$ cat config.mk
export PLATFORM = sky130hd
export DESIGN_NAME = vram_arbiter
export DESIGN_NICKNAME = d
export VERILOG_FILES = /design/src/rtl/zx_vram_pkg.sv /design/src/rtl/vram_arb_pipe.sv /design/src/rtl/vram_arbiter.sv
export SDC_FILE = /design/constraint.sdc
export NUM_CORES = 1
export LEC_CHECK = 0
export BUFFER_PORTS_ARGS = -buffer_cell sky130_fd_sc_hd__buf_2
export CAP_MARGIN = 0
export CELL_PAD_IN_SITES_DETAIL_PLACEMENT = 0
export CELL_PAD_IN_SITES_GLOBAL_PLACEMENT = 2
export CORE_UTILIZATION = 27
export CTS_BUF_LIST = sky130_fd_sc_hd__clkbuf_4 sky130_fd_sc_hd__clkbuf_8 sky130_fd_sc_hd__clkbuf_16
export CTS_CLUSTER_DIAMETER = 200
export DETAILED_ROUTE_END_ITERATION = 10
export PLACE_DENSITY = 0.89
export SLEW_MARGIN = 20
export SYNTH_ARGS = -nofsm -noshare
export SYNTH_HDL_FRONTEND = slang
export SYNTH_SLANG_ARGS = --single-unit
export TNS_END_PERCENT = 5
$ cat constraint.sdc
create_clock -name clk_pix -period 1.9 [get_ports clk_pix]
set_input_delay 0.285 -clock clk_pix [delete_from_list [all_inputs] [get_ports clk_pix]]
set_output_delay 0.285 -clock clk_pix [all_outputs]
set_load 0.01 [all_outputs]
$ cat src/rtl/zx_vram_pkg.sv
// Shared types and default widths for the ZX screen-RAM arbiter.
package zx_vram_pkg;

  typedef enum logic [1:0] {
    C_IDLE   = 2'd0,
    C_ISSUED = 2'd1,
    C_DONE   = 2'd2
  } cpu_state_t;

  localparam int RAM_AW_DEF = 14;
  localparam int VID_AW_DEF = 13;

  typedef enum {SRC_NONE, SRC_VID, SRC_CPU} src_t;

  function automatic logic [15:0] sat_inc16(input logic [15:0] v);
    if (v == 16'hFFFF) begin
      return v;
    end else begin
      return v + 16'd1;
    end
  endfunction

endpackage

$ cat src/rtl/vram_arb_pipe.sv
// Two-stage owner tag pipeline that steers RAM read data back to video or CPU.
module vram_arb_pipe
  import zx_vram_pkg::*;
(
  input  logic       clk_pix,
  input  logic       nreset,
  input  src_t       grant_src,
  input  logic       grant_we,
  input  logic [7:0] ram_rdata,
  output logic [7:0] vid_data,
  output logic       vid_valid,
  output logic [7:0] cpu_rdata,
  output logic       cpu_ack
);

  src_t grant_src_r;
  src_t tag_src_r;
  logic grant_we_r;
  logic tag_we_r;

  // Carry each grant's owner alongside its RAM access until the data returns.
  always_ff @(posedge clk_pix) begin
    if (!nreset) begin
      grant_src_r <= SRC_NONE;
      grant_we_r  <= 1'b0;
      tag_src_r   <= SRC_NONE;
      tag_we_r    <= 1'b0;
    end else begin
      grant_src_r <= grant_src;
      grant_we_r  <= grant_we;
      tag_src_r   <= grant_src_r;
      tag_we_r    <= grant_we_r;
    end
  end

  // Result stage; a CPU write completes with an ack but leaves cpu_rdata alone.
  always_ff @(posedge clk_pix) begin
    if (!nreset) begin
      vid_data  <= 8'd0;
      vid_valid <= 1'b0;
      cpu_rdata <= 8'd0;
      cpu_ack   <= 1'b0;
    end else begin
      vid_valid <= (tag_src_r == SRC_VID);
      cpu_ack   <= (tag_src_r == SRC_CPU);
      if (tag_src_r == SRC_VID) begin
        vid_data <= ram_rdata;
      end
      if ((tag_src_r == SRC_CPU) && !tag_we_r) begin
        cpu_rdata <= ram_rdata;
      end
    end
  end

endmodule

$ cat src/rtl/vram_arbiter.sv
// Video/CPU arbiter for the single-port screen RAM; video fetches always win.
// Optional CPU wait-cycle counter output: define VRAM_ARB_WAITCNT_EN.
module vram_arbiter
  import zx_vram_pkg::*;
#(
  parameter int RAM_AW = RAM_AW_DEF,
  parameter int VID_AW = VID_AW_DEF
) (
  input  logic              clk_pix,
  input  logic              nreset,
  input  logic              vid_req,
  input  logic [VID_AW-1:0] vid_addr,
  output logic [7:0]        vid_data,
  output logic              vid_valid,
  input  logic              cpu_req,
  input  logic              cpu_we,
  input  logic [RAM_AW-1:0] cpu_addr,
  input  logic [7:0]        cpu_wdata,
  output logic [7:0]        cpu_rdata,
  output logic              cpu_ack,
  output logic              cpu_nwait,
  output logic [RAM_AW-1:0] ram_addr,
  output logic              ram_we,
  output logic [7:0]        ram_wdata,
  input  logic [7:0]        ram_rdata
`ifdef VRAM_ARB_WAITCNT_EN
  ,
  output logic [15:0]       cpu_wait_cycles
`endif
);

  cpu_state_t state_r;
  src_t       grant_src_s;
  logic       grant_we_s;

  // Grant decision for this edge.
  always_comb begin
    grant_src_s = SRC_NONE;
    grant_we_s  = 1'b0;
    if (vid_req) begin
      grant_src_s = SRC_VID;
    end else if (cpu_req && (state_r == C_IDLE)) begin
      grant_src_s = SRC_CPU;
      grant_we_s  = cpu_we;
    end else begin
      grant_src_s = SRC_NONE;
    end
  end

  // RAM port registers, CPU access FSM and the Z80 WAIT line.
  always_ff @(posedge clk_pix) begin
    if (!nreset) begin
      state_r   <= C_IDLE;
      ram_addr  <= '0;
      ram_we    <= 1'b0;
      ram_wdata <= 8'd0;
      cpu_nwait <= 1'b1;
    end else begin
      case (grant_src_s)
        SRC_VID: begin
          ram_addr <= {1'b0, vid_addr};
          ram_we   <= 1'b0;
        end
        SRC_CPU: begin
          ram_addr  <= cpu_addr;
          ram_we    <= cpu_we;
          ram_wdata <= cpu_wdata;
        end
        default: ram_we <= 1'b0;
      endcase

      case (state_r)
        C_IDLE:   state_r <= (grant_src_s == SRC_CPU) ? C_ISSUED : C_IDLE;
        C_ISSUED: state_r <= C_DONE;
        C_DONE:   state_r <= C_IDLE;
        default:  state_r <= C_IDLE;
      endcase

      // The ack edge is the one leaving C_DONE, so WAIT releases together with it.
      cpu_nwait <= !(cpu_req && (state_r != C_DONE));
    end
  end

  vram_arb_pipe u_pipe (
    .clk_pix   (clk_pix),
    .nreset    (nreset),
    .grant_src (grant_src_s),
    .grant_we  (grant_we_s),
    .ram_rdata (ram_rdata),
    .vid_data  (vid_data),
    .vid_valid (vid_valid),
    .cpu_rdata (cpu_rdata),
    .cpu_ack   (cpu_ack)
  );

`ifdef VRAM_ARB_WAITCNT_EN
  logic vid_req_d_r;

  // Count WAIT-asserted clocks since the last frame-start fetch.
  always_ff @(posedge clk_pix) begin
    if (!nreset) begin
      vid_req_d_r     <= 1'b0;
      cpu_wait_cycles <= 16'd0;
    end else begin
      vid_req_d_r <= vid_req;
      if (vid_req && !vid_req_d_r && (vid_addr == '0)) begin
        cpu_wait_cycles <= 16'd0;
      end else if (!cpu_nwait) begin
        cpu_wait_cycles <= sat_inc16(cpu_wait_cycles);
      end else begin
        cpu_wait_cycles <= cpu_wait_cycles;
      end
    end
  end
`endif

endmodule

==> results.sh, run 1 <==
export IMPL_outcome="finished with violations"
export IMPL_violations="DRC"
export IMPL_cts_setup_buffers=0
export IMPL_slew_headroom_pct=74.0
export IMPL_p_leak_uw=0.00120
export IMPL_power_switching_uw=501
export IMPL_gr_total_overflow=0
export IMPL_vias=1674
export IMPL_cts_repair_resized=0
export IMPL_power_density_nw_per_um2=903
export IMPL_startpoint_type="register"
export IMPL_drv_cap=0
export IMPL_synth_top_cell_by_area="dfxtp_1"
export IMPL_syn_area_um2=1840
export IMPL_seqCellArea_um2=1000
export IMPL_grt_pass1_vias=1579
export IMPL_rows=29
export IMPL_fp_dieArea_um2=7140
export IMPL_grt_pass1_wl_um=7250
export IMPL_dp_hpwl_um=3160
export IMPL_cts_max_level=2
export IMPL_finalClockSkew_ns=0.00435
export IMPL_drive_above_1_share_pct=37.2
export IMPL_combPwrFrac_pct=10.8
export IMPL_crit_required_ns=2.09
export IMPL_multi_input_area_um2=772
export IMPL_power_internal_uw=1770
export IMPL_sw_frac_of_total_pct=22.1
export IMPL_clkPwrFrac_pct=40.0
export IMPL_max_stage_delay_ns=0.69
export IMPL_first_pass_iters=8
export IMPL_cts_sinks=50
export IMPL_vdd_drop_max_uv=373
export IMPL_ant_nets=0
export IMPL_die_h_um=84.5
export IMPL_rsz0062_at_grt="no"
export IMPL_hold_buffers=0
export IMPL_wl_per_cell_um=11.9
export IMPL_gp_congestion=0.675
export IMPL_hold_ws_ns=0.196
export IMPL_crit_chain="or4b_1 > nand3_1 > nand2_1"
export IMPL_portBuffers=89
export IMPL_synth_edff_count=0
export IMPL_fin_nets=340
export IMPL_num_io_pins=90
export IMPL_hold_viol=0
export IMPL_start_util_pct=28.4
export IMPL_diodes=0
export IMPL_fillers=704
export IMPL_hp_class="input port to register"
export IMPL_drv_slew=0
export IMPL_vias_per_cell=4.52
export IMPL_synth_top_cell_area_share_pct=54.5
export IMPL_setup_viol=0
export IMPL_clockBufferDepth=2
export IMPL_slowest_stage="or4b_1"
export IMPL_cp_end_kind="register"
export IMPL_grt_max_degree=23
export IMPL_route_detailed_drc=2
export IMPL_synthMostInstantiatedCell="dfxtp_1"
export IMPL_core_area_um2=6460
export IMPL_max_slew_worst_pin_slew_ns=0.389
export IMPL_drt_initial_drc_count=46
export IMPL_synth_area_top_cells="dfxtp_1 (54%), nand2_1 (7.6%), a21oi_1 (7.1%)"
export IMPL_synth_nets=253
export IMPL_synth_common_cells="dfxtp_1 (50), nand2_1 (37), a21oi_1 (26)"
export IMPL_async_reset_ff_share_pct=0
export IMPL_finalSetupTns_ns=0
export IMPL_ys_seq_elements=50
export IMPL_syn_to_final_growth_pct=37.1
export IMPL_ys_flop_type="dfxtp_1"
export IMPL_synth_cell_types=23
export IMPL_fin_crit_ns=1.37
export IMPL_cts_buffers=5
export IMPL_synth_cells=205
export IMPL_ys_seq_area_share_pct=54.5
export IMPL_critical_path_class="register to register"
export IMPL_crit_fanout=8
export IMPL_critPathArrivalTime_ns=1.56
export IMPL_grt_antenna_before_repair=0
export IMPL_finalWirelength_um=4390
export IMPL_fmax_mhz=731
export IMPL_root_buffer="clkbuf_8"
export IMPL_die_x_um=84.5
export IMPL_yosys_warnings=0
export IMPL_insertion_delay_ns=0.29
export IMPL_syn_avg_cell_area_um2=8.96
export IMPL_grtUsageTotal_pct=12.6
export IMPL_clk_pin_slew_worst_paths_ns=0.09
export IMPL_min_period_over_period_pct=72.0
export IMPL_seqPwrFrac_pct=49.2
export IMPL_tritoncts="yes"
power groups by stage:
stage	clock [uW]	sequential (uW)	combinational (uW)
after floorplan	0	1160	108
after global placement	0	1140	250
after detailed placement	0	1140	252
after CTS	947	1120	252
after global routing	981	1120	278
final	910	1120	246
kinds of logic after synthesis:
| kind of cell | count (synthesis) | synth area share, % |
|---|---|---|
| muxes | 9 | 4.97 |
| AOI/OAI and AO/OA | 48 | 14.3 |
| and+or+nand+nor | 80 | 22.1 |
| DFF | 50 | 54.5 |
| buffers and inverters | 18 | 4.09 |
registers in the layout, summed over array words and instances, names as in the netlist:
| register | cells |
|---|---|
| ram_wdata | 8 |
| ram_we | 1 |
| u_pipe.vid_data | 8 |
| state_r | 2 |
| ram_addr | 14 |
| u_pipe.tag_src_r | 2 |
| u_pipe.cpu_rdata | 8 |
| u_pipe.grant_src_r | 2 |
| u_pipe.cpu_ack | 1 |
| cpu_nwait | 1 |
| u_pipe.tag_we_r | 1 |
| u_pipe.vid_valid | 1 |
| u_pipe.grant_we_r | 1 |
metrics by stage:
stage	worst slack, ns	cell area [um^2]	total power (uW)	instances	util (%)
after floorplan	0.643	1840	1270	205	-
after global placement	0.557	2370	1390	362	36.8
after detailed placement	0.533	2370	1390	362	36.8
after CTS	0.518	2520	2320	370	39.0
after global routing	0.418	2520	2380	370	39.0
final	0.532	2520	2270	370	39.0
cells in the final DEF, fill, tap and decap left out, drive strengths merged:
| cell | n |
|---|---|
| o21ai | 13 |
| nor4b | 1 |
| and2 | 7 |
| and3b | 1 |
| or4b | 1 |
| and3 | 4 |
| nand2 | 37 |
| inv | 2 |
| o211ai | 1 |
| mux2 | 1 |
| nor2b | 9 |
| clkbuf | 6 |
| or3b | 1 |
| mux2i | 8 |
| bufinv | 2 |
| a21oi | 26 |
| buf | 96 |
| a21boi | 8 |
| nor3b | 2 |
| nand3 | 16 |
| nand2b | 1 |
| dfxtp | 50 |
worst paths after layout:
kind / cells past startpoint / slack, ns / endpoint / from
min: 3 / 0.20 / ram_wdata[6] / cpu_wdata[6]
max reg2reg: 3 / 0.53 / ram_wdata[7] / state_r[0]
max: 3 / 0.53 / ram_wdata[7] / state_r[0]
min reg2reg: 1 / 0.44 / u_pipe.tag_we_r / u_pipe.grant_we_r
critical path, delay by kind of cell (launching register included):
family           cells  cell delay [ns]
flip-flops           1             0.37
AND/OR/NAND/NOR      3             0.89
layout make-up:
cell class	count	share of cell area (%)
inverters	2	0.298
repair buffers	96	19.8
flip-flops and latches	50	39.8
well taps	77	3.83
clock inverters	2	2.39
clock buffers	6	3.28
multi-input cells	137	30.7
routing by layer:
layer	vias to the layer above	wire length [um]	track usage [%]
met2	59	2030	20.9
met1	753	2010	15.5
li1	860	-	-
met4	0	15	3.70
met3	2	331	4.52
met5	-	0	0
Power figures use the tool's default switching activity.
==> inputs of run 2 (changes only) <==
CORE_UTILIZATION = 25   (was 27)
PLACE_DENSITY = 0.84   (was 0.89)
clock period = 1.4 ns   (was 1.9 ns; I/O delays follow)
==> results.sh, run 2 (synthesis gave the netlist of run 1 again) <==
export IMPL_outcome="completed"
export IMPL_power_switching_uw=701
export IMPL_vias_per_cell=4.30
export IMPL_start_util_pct=26.5
export IMPL_largest_reg_flops=14
export IMPL_wl_per_cell_um=11.8
export IMPL_cp_end_kind="register"
export IMPL_cts_buffers=5
export IMPL_setup_viol=0
export IMPL_post_place_ws_ns=0.0355
export IMPL_power_density_nw_per_um2=1140
export IMPL_clkPwrFrac_pct=35.4
export IMPL_first_pass_iters=2
export IMPL_root_buffer="clkbuf_8"
export IMPL_combPwrFrac_pct=11.9
export IMPL_cts_repair_resized=0
export IMPL_finalWirelength_um=4610
export IMPL_use_met3_pct=3.58
export IMPL_die_h_um=87.7
export IMPL_insertion_delay_ns=0.30
export IMPL_critical_path_class="register to register"
export IMPL_hold_viol=0
export IMPL_crit_path_start="state_r[1]"
export IMPL_drv_cap=0
export IMPL_clockBufferDepth=2
export IMPL_gr_total_overflow=0
export IMPL_fin_area_um2=2530
export IMPL_fin_crit_ns=1.30
export IMPL_grt_pass1_vias=1525
export IMPL_rsz0062_at_grt="no"
export IMPL_fp_dieArea_um2=7690
export IMPL_num_io_pins=90
export IMPL_final_common_cell="buf_2"
export IMPL_critPathArrivalTime_ns=1.51
export IMPL_finalClockSkew_ns=0.0122
export IMPL_seqPwrFrac_pct=52.7
export IMPL_gp_congestion=0.655
export IMPL_min_to="ram_wdata[4]"
export IMPL_busiest_layer="met2"
export IMPL_grtUsageTotal_pct=11.9
export IMPL_hp_class="input port to register"
export IMPL_finalPower_uw=2870
export IMPL_fillers=760
export IMPL_crit_required_ns=1.60
export IMPL_min_from="cpu_wdata[4]"
export IMPL_startpoint_type="register"
export IMPL_slowest_stage="or3b_2"
export IMPL_power_internal_uw=2170
export IMPL_ant_nets=0
export IMPL_regToRegSetupSlack_ns=0.1
export IMPL_rows=30
export IMPL_drt_initial_drc_count=62
export IMPL_r2r_cells=3
export IMPL_slew_headroom_pct=73.3
export IMPL_crit_chain="or3b_2 > nand2_1 > a21oi_1"
export IMPL_max_slew_worst_pin_slew_ns=0.400
export IMPL_drv_slew=0
export IMPL_drive_above_1_share_pct=37.8
export IMPL_finalSetupTns_ns=0
export IMPL_grtUsageMet2_pct=20.1
export IMPL_met1_usage_pct=14.6
export IMPL_syn_to_final_growth_pct=37.8
export IMPL_portBuffers=89
export IMPL_core_area_um2=6940
export IMPL_vias=1678
export IMPL_placed_area_um2=2420
export IMPL_fmax_mhz=767
export IMPL_setup_ws_ns=0.0962
export IMPL_die_x_um=87.7
export IMPL_fin_nets=341
export IMPL_final_cell_mix="buf_2 (89), dfxtp_1 (50), nand2_1 (37)"
export IMPL_grt_antenna_before_repair=0
export IMPL_vdd_drop_max_uv=386
export IMPL_clk_pin_slew_worst_paths_ns=0.10
export IMPL_tritoncts="yes"
export IMPL_timing_rr_end="ram_addr[7]"
export IMPL_p_leak_uw=0.00119
export IMPL_cts_max_level=2
export IMPL_hold_depth=3
export IMPL_grt_max_degree=48
export IMPL_min_period_over_period_pct=93.1
export IMPL_regMostFlops="ram_addr"
export IMPL_hold_ws_ns=0.111
export IMPL_crit_fanout=13
export IMPL_diodes=0
export IMPL_r2r_start="state_r[1]"
export IMPL_hold_buffers=0
export IMPL_route_detailed_drc=0
export IMPL_dp_hpwl_um=3260
export IMPL_max_stage_delay_ns=0.65
export IMPL_cts_sinks=50
export IMPL_grt_pass1_wl_um=7080
export IMPL_sw_frac_of_total_pct=24.4
export IMPL_cts_setup_buffers=0
-- run 2: changes by cell type in the layout (fill, tap and decap cells not counted), sizes merged --
cell and change:
buf +1, bufinv -1, clkbuf -1, clkinv +2
-- run 2: through the flow --
stage	instances	utilization, %
floorplan	205	-
global placement	382	34.8
detailed placement	382	34.8
CTS	390	36.4
global route	390	36.5
finish	390	36.5
-- run 2: power by group through the flow --
stage	Sequential, uW	Combinational [uW]	Clock, uW
after detailed placement	1550	349	0
after global routing	1530	385	1110
final	1520	342	1020
after CTS	1520	349	1050
after floorplan	1580	147	0
after global placement	1550	346	0
-- run 2: area by class of cell --
cell class / count / area (um^2) / share of cell area, %
clock buffer: 5 / 68.8 / 2.72
clock inverter: 3 / 40.0 / 1.58
inverter: 2 / 7.51 / 0.297
multi-input combinational: 137 / 776 / 30.6
sequential: 50 / 1000 / 39.5
tap: 96 / 120 / 4.75
timing repair buffer: 97 / 518 / 20.5
-- run 2: worst max-delay path: cells and delay by family, from the launching register on --
family / cells / cell delay, ns
AND/OR/NAND/NOR: 2 / 0.78
AO/OA/AOI/OAI: 1 / 0.06
flip-flops: 1 / 0.37
-- run 2: worst max path at each step --
stage                   endpoint  slack [ns]  cells after the start
finish               ram_addr[7]         0.1                      3
global route         ram_addr[5]        0.01                      3
CTS                 ram_wdata[6]        0.01                      3
detailed placement  ram_wdata[6]        0.04                      3
global placement    ram_wdata[4]        0.08                      3
floorplan           ram_addr[13]        0.17                      3
-- run 2: layer usage --
layer / wire length (um) / up-vias
li1: - / 863
met1: 2090 / 754
met2: 2180 / 56
met3: 283 / 5
met4: 56 / 0
met5: 0 / -
==> inputs of run 3 (changes only) <==
--- a/config.mk
+++ b/config.mk
@@ -7,2 +7,3 @@
 export LEC_CHECK = 0
+export ABC_AREA = 1
 export BUFFER_PORTS_ARGS = -buffer_cell sky130_fd_sc_hd__buf_2
==> constraint.sdc (replaced) <==
create_clock -name clk_pix -period 1.4 [get_ports clk_pix]
set_input_delay 0.14 -clock clk_pix [delete_from_list [all_inputs] [get_ports clk_pix]]
set_output_delay 0.14 -clock clk_pix [all_outputs]
set_load 0.01 [all_outputs]
==> results.sh, run 3 <==
export IMPL_synth_top_cell_by_area="dfxtp_1"
export IMPL_fp_dieArea_um2=8260
export IMPL_hold_viol=0
export IMPL_async_reset_ff_share_pct=0
export IMPL_syn_to_final_growth_pct=33.2
export IMPL_clockBufferDepth=2
export IMPL_synth_nets=296
export IMPL_rsz0062_at_grt="no"
export IMPL_p_leak_uw=0.00132
export IMPL_num_io_pins=90
export IMPL_syn_avg_cell_area_um2=7.97
export IMPL_fin_crit_ns=1.18
export IMPL_vias_per_cell=4.18
export IMPL_setup_viol=0
export IMPL_startpoint_type="register"
export IMPL_cts_max_level=2
export IMPL_slew_headroom_pct=74.2
export IMPL_core_area_um2=7690
export IMPL_synth_edff_count=0
export IMPL_tritoncts="yes"
export IMPL_regMostFlops="ram_addr"
export IMPL_fmax_mhz=850
export IMPL_drv_cap=0
export IMPL_die_h_um=90.9
export IMPL_drv_slew=0
export IMPL_slowest_stage="dfxtp_1"
export IMPL_synthMostInstantiatedCell="dfxtp_1"
export IMPL_ys_flop_type="dfxtp_1"
export IMPL_root_buffer="clkbuf_8"
export IMPL_finalSetupTns_ns=0
export IMPL_max_slew_worst_pin_slew_ns=0.387
export IMPL_die_x_um=90.9
export IMPL_cp_end_kind="register"
export IMPL_cts_setup_buffers=0
export IMPL_cp_num_buf_inv=2
export IMPL_diodes=0
export IMPL_grt_pass1_wl_um=8280
export IMPL_cts_repair_resized=0
export IMPL_vias=1831
export IMPL_hold_buffers=0
export IMPL_finalClockSkew_ns=0.00467
export IMPL_crit_chain="nor2_2 > buf_4 > nand4_2 > inv_2 > nand2_1 > o21ai_1"
export IMPL_rows=32
export IMPL_crit_fanout=9
export IMPL_ys_seq_area_share_pct=50.7
export IMPL_synth_cell_types=24
export IMPL_cts_sinks=50
export IMPL_final_cell_mix="buf_2 (89), dfxtp_1 (50), nand2_1 (41)"
export IMPL_power_density_nw_per_um2=1130
export IMPL_route_detailed_drc=0
export IMPL_ant_nets=0
export IMPL_cts_buffers=5
export IMPL_synth_top_cell_area_share_pct=50.7
export IMPL_yosys_warnings=0
export IMPL_finalPower_uw=2990
export IMPL_drt_initial_drc_count=37
export IMPL_crit_required_ns=1.63
export IMPL_portBuffers=89
export IMPL_first_pass_iters=4
export IMPL_grt_antenna_before_repair=0
export IMPL_syn_area_um2=1980
export IMPL_clk_pin_slew_worst_paths_ns=0.09
export IMPL_drive_above_1_share_pct=34.5
export IMPL_max_stage_delay_ns=0.34
export IMPL_final_common_cell="buf_2"
export IMPL_grtUsageTotal_pct=12.5
export IMPL_start_util_pct=25.7
export IMPL_insertion_delay_ns=0.30
export IMPL_gp_congestion=0.678
export IMPL_path_delay_family="simple AND/OR/NAND/NOR gates"
export IMPL_fin_nets=384
export IMPL_ys_seq_elements=50
export IMPL_gr_total_overflow=0
export IMPL_critical_path_class="register to register"
export IMPL_largest_reg_flops=14
export IMPL_regToRegSetupSlack_ns=0.22
export IMPL_wl_per_cell_um=11.5
export IMPL_grt_max_degree=28
export IMPL_critPathArrivalTime_ns=1.41
export IMPL_min_period_over_period_pct=84.1
export IMPL_grt_pass1_vias=1807
export IMPL_synth_common_cells="dfxtp_1 (50), nand2_1 (41), inv_1 (30)"
export IMPL_dp_hpwl_um=3580
export IMPL_synth_area_top_cells="dfxtp_1 (51%), nand2_1 (7.8%), a21oi_1 (5.8%)"
export IMPL_hp_class="input port to register"
export IMPL_outcome="completed"
export IMPL_finalWirelength_um=5050
export IMPL_vdd_drop_max_uv=365
export IMPL_synth_cells=248
## run 3: cell count changes after synthesis, moves of 7 or more
cell / delta
a21boi_0: -8
and2_1: -7
inv_1: +28
mux2i_1: -8
nand4_1: +8
nor2_1: +20
nor2b_1: -9
o21bai_1: +13
## run 3: routing by layer
layer  up-vias  wire (um)  GRT usage [%]
met3         4        357           4.63
met4         0         31           3.17
met2        65       2290           21.1
li1        973          -              -
met1       789       2380           15.0
met5         -          0              0
## run 3: cell type report
cell class / count / area (um^2)
fill: 876 / 5060
timing repair buffer: 96 / 498
sequential: 50 / 1000
tap: 102 / 128
clock buffer: 6 / 82.6
multi-input combinational: 150 / 768
inverter: 33 / 124
clock inverter: 1 / 30.0
## run 3: path summary, 6_finish.rpt
check	start	end	cells past startpoint
setup reg to reg	state_r[1]	ram_addr[13]	6
hold reg to reg	u_pipe.grant_we_r	u_pipe.tag_we_r	2
setup / recovery	state_r[1]	ram_addr[13]	6
hold / removal	cpu_addr[13]	ram_addr[13]	3
## run 3: tightest hold or removal path, cell delays in order
cell and delay, ns:
buf_2 0.08, nand2_1 0.05, o21ai_1 0.06
## run 3: per-stage QoR
| stage | cells | area, um^2 | hold WS [ns] | worst slack [ns] | util, % |
|---|---|---|---|---|---|
| finish | 438 | 2630 | 0.0643 | 0.223 | 34.2 |
| detailed placement | 431 | 2510 | 0.379 | 0.126 | 32.7 |
| global placement | 431 | 2510 | 0.370 | 0.147 | 32.7 |
| CTS | 438 | 2630 | 0.0639 | 0.112 | 34.2 |
| floorplan | 248 | 1980 | 0.259 | 0.337 | - |
| global route | 438 | 2630 | 0.0529 | 0.137 | 34.2 |
## run 3: report_power, final
part	internal, uW	switching (uW)
Clock	572	466
Combinational	178	239
Sequential	1500	34.5
## run 3: logic make-up after synthesis
group | share of synthesized area, %
simple gates | 20.9
flops | 50.7
compound gates | 17.7
buf+inv | 10.7
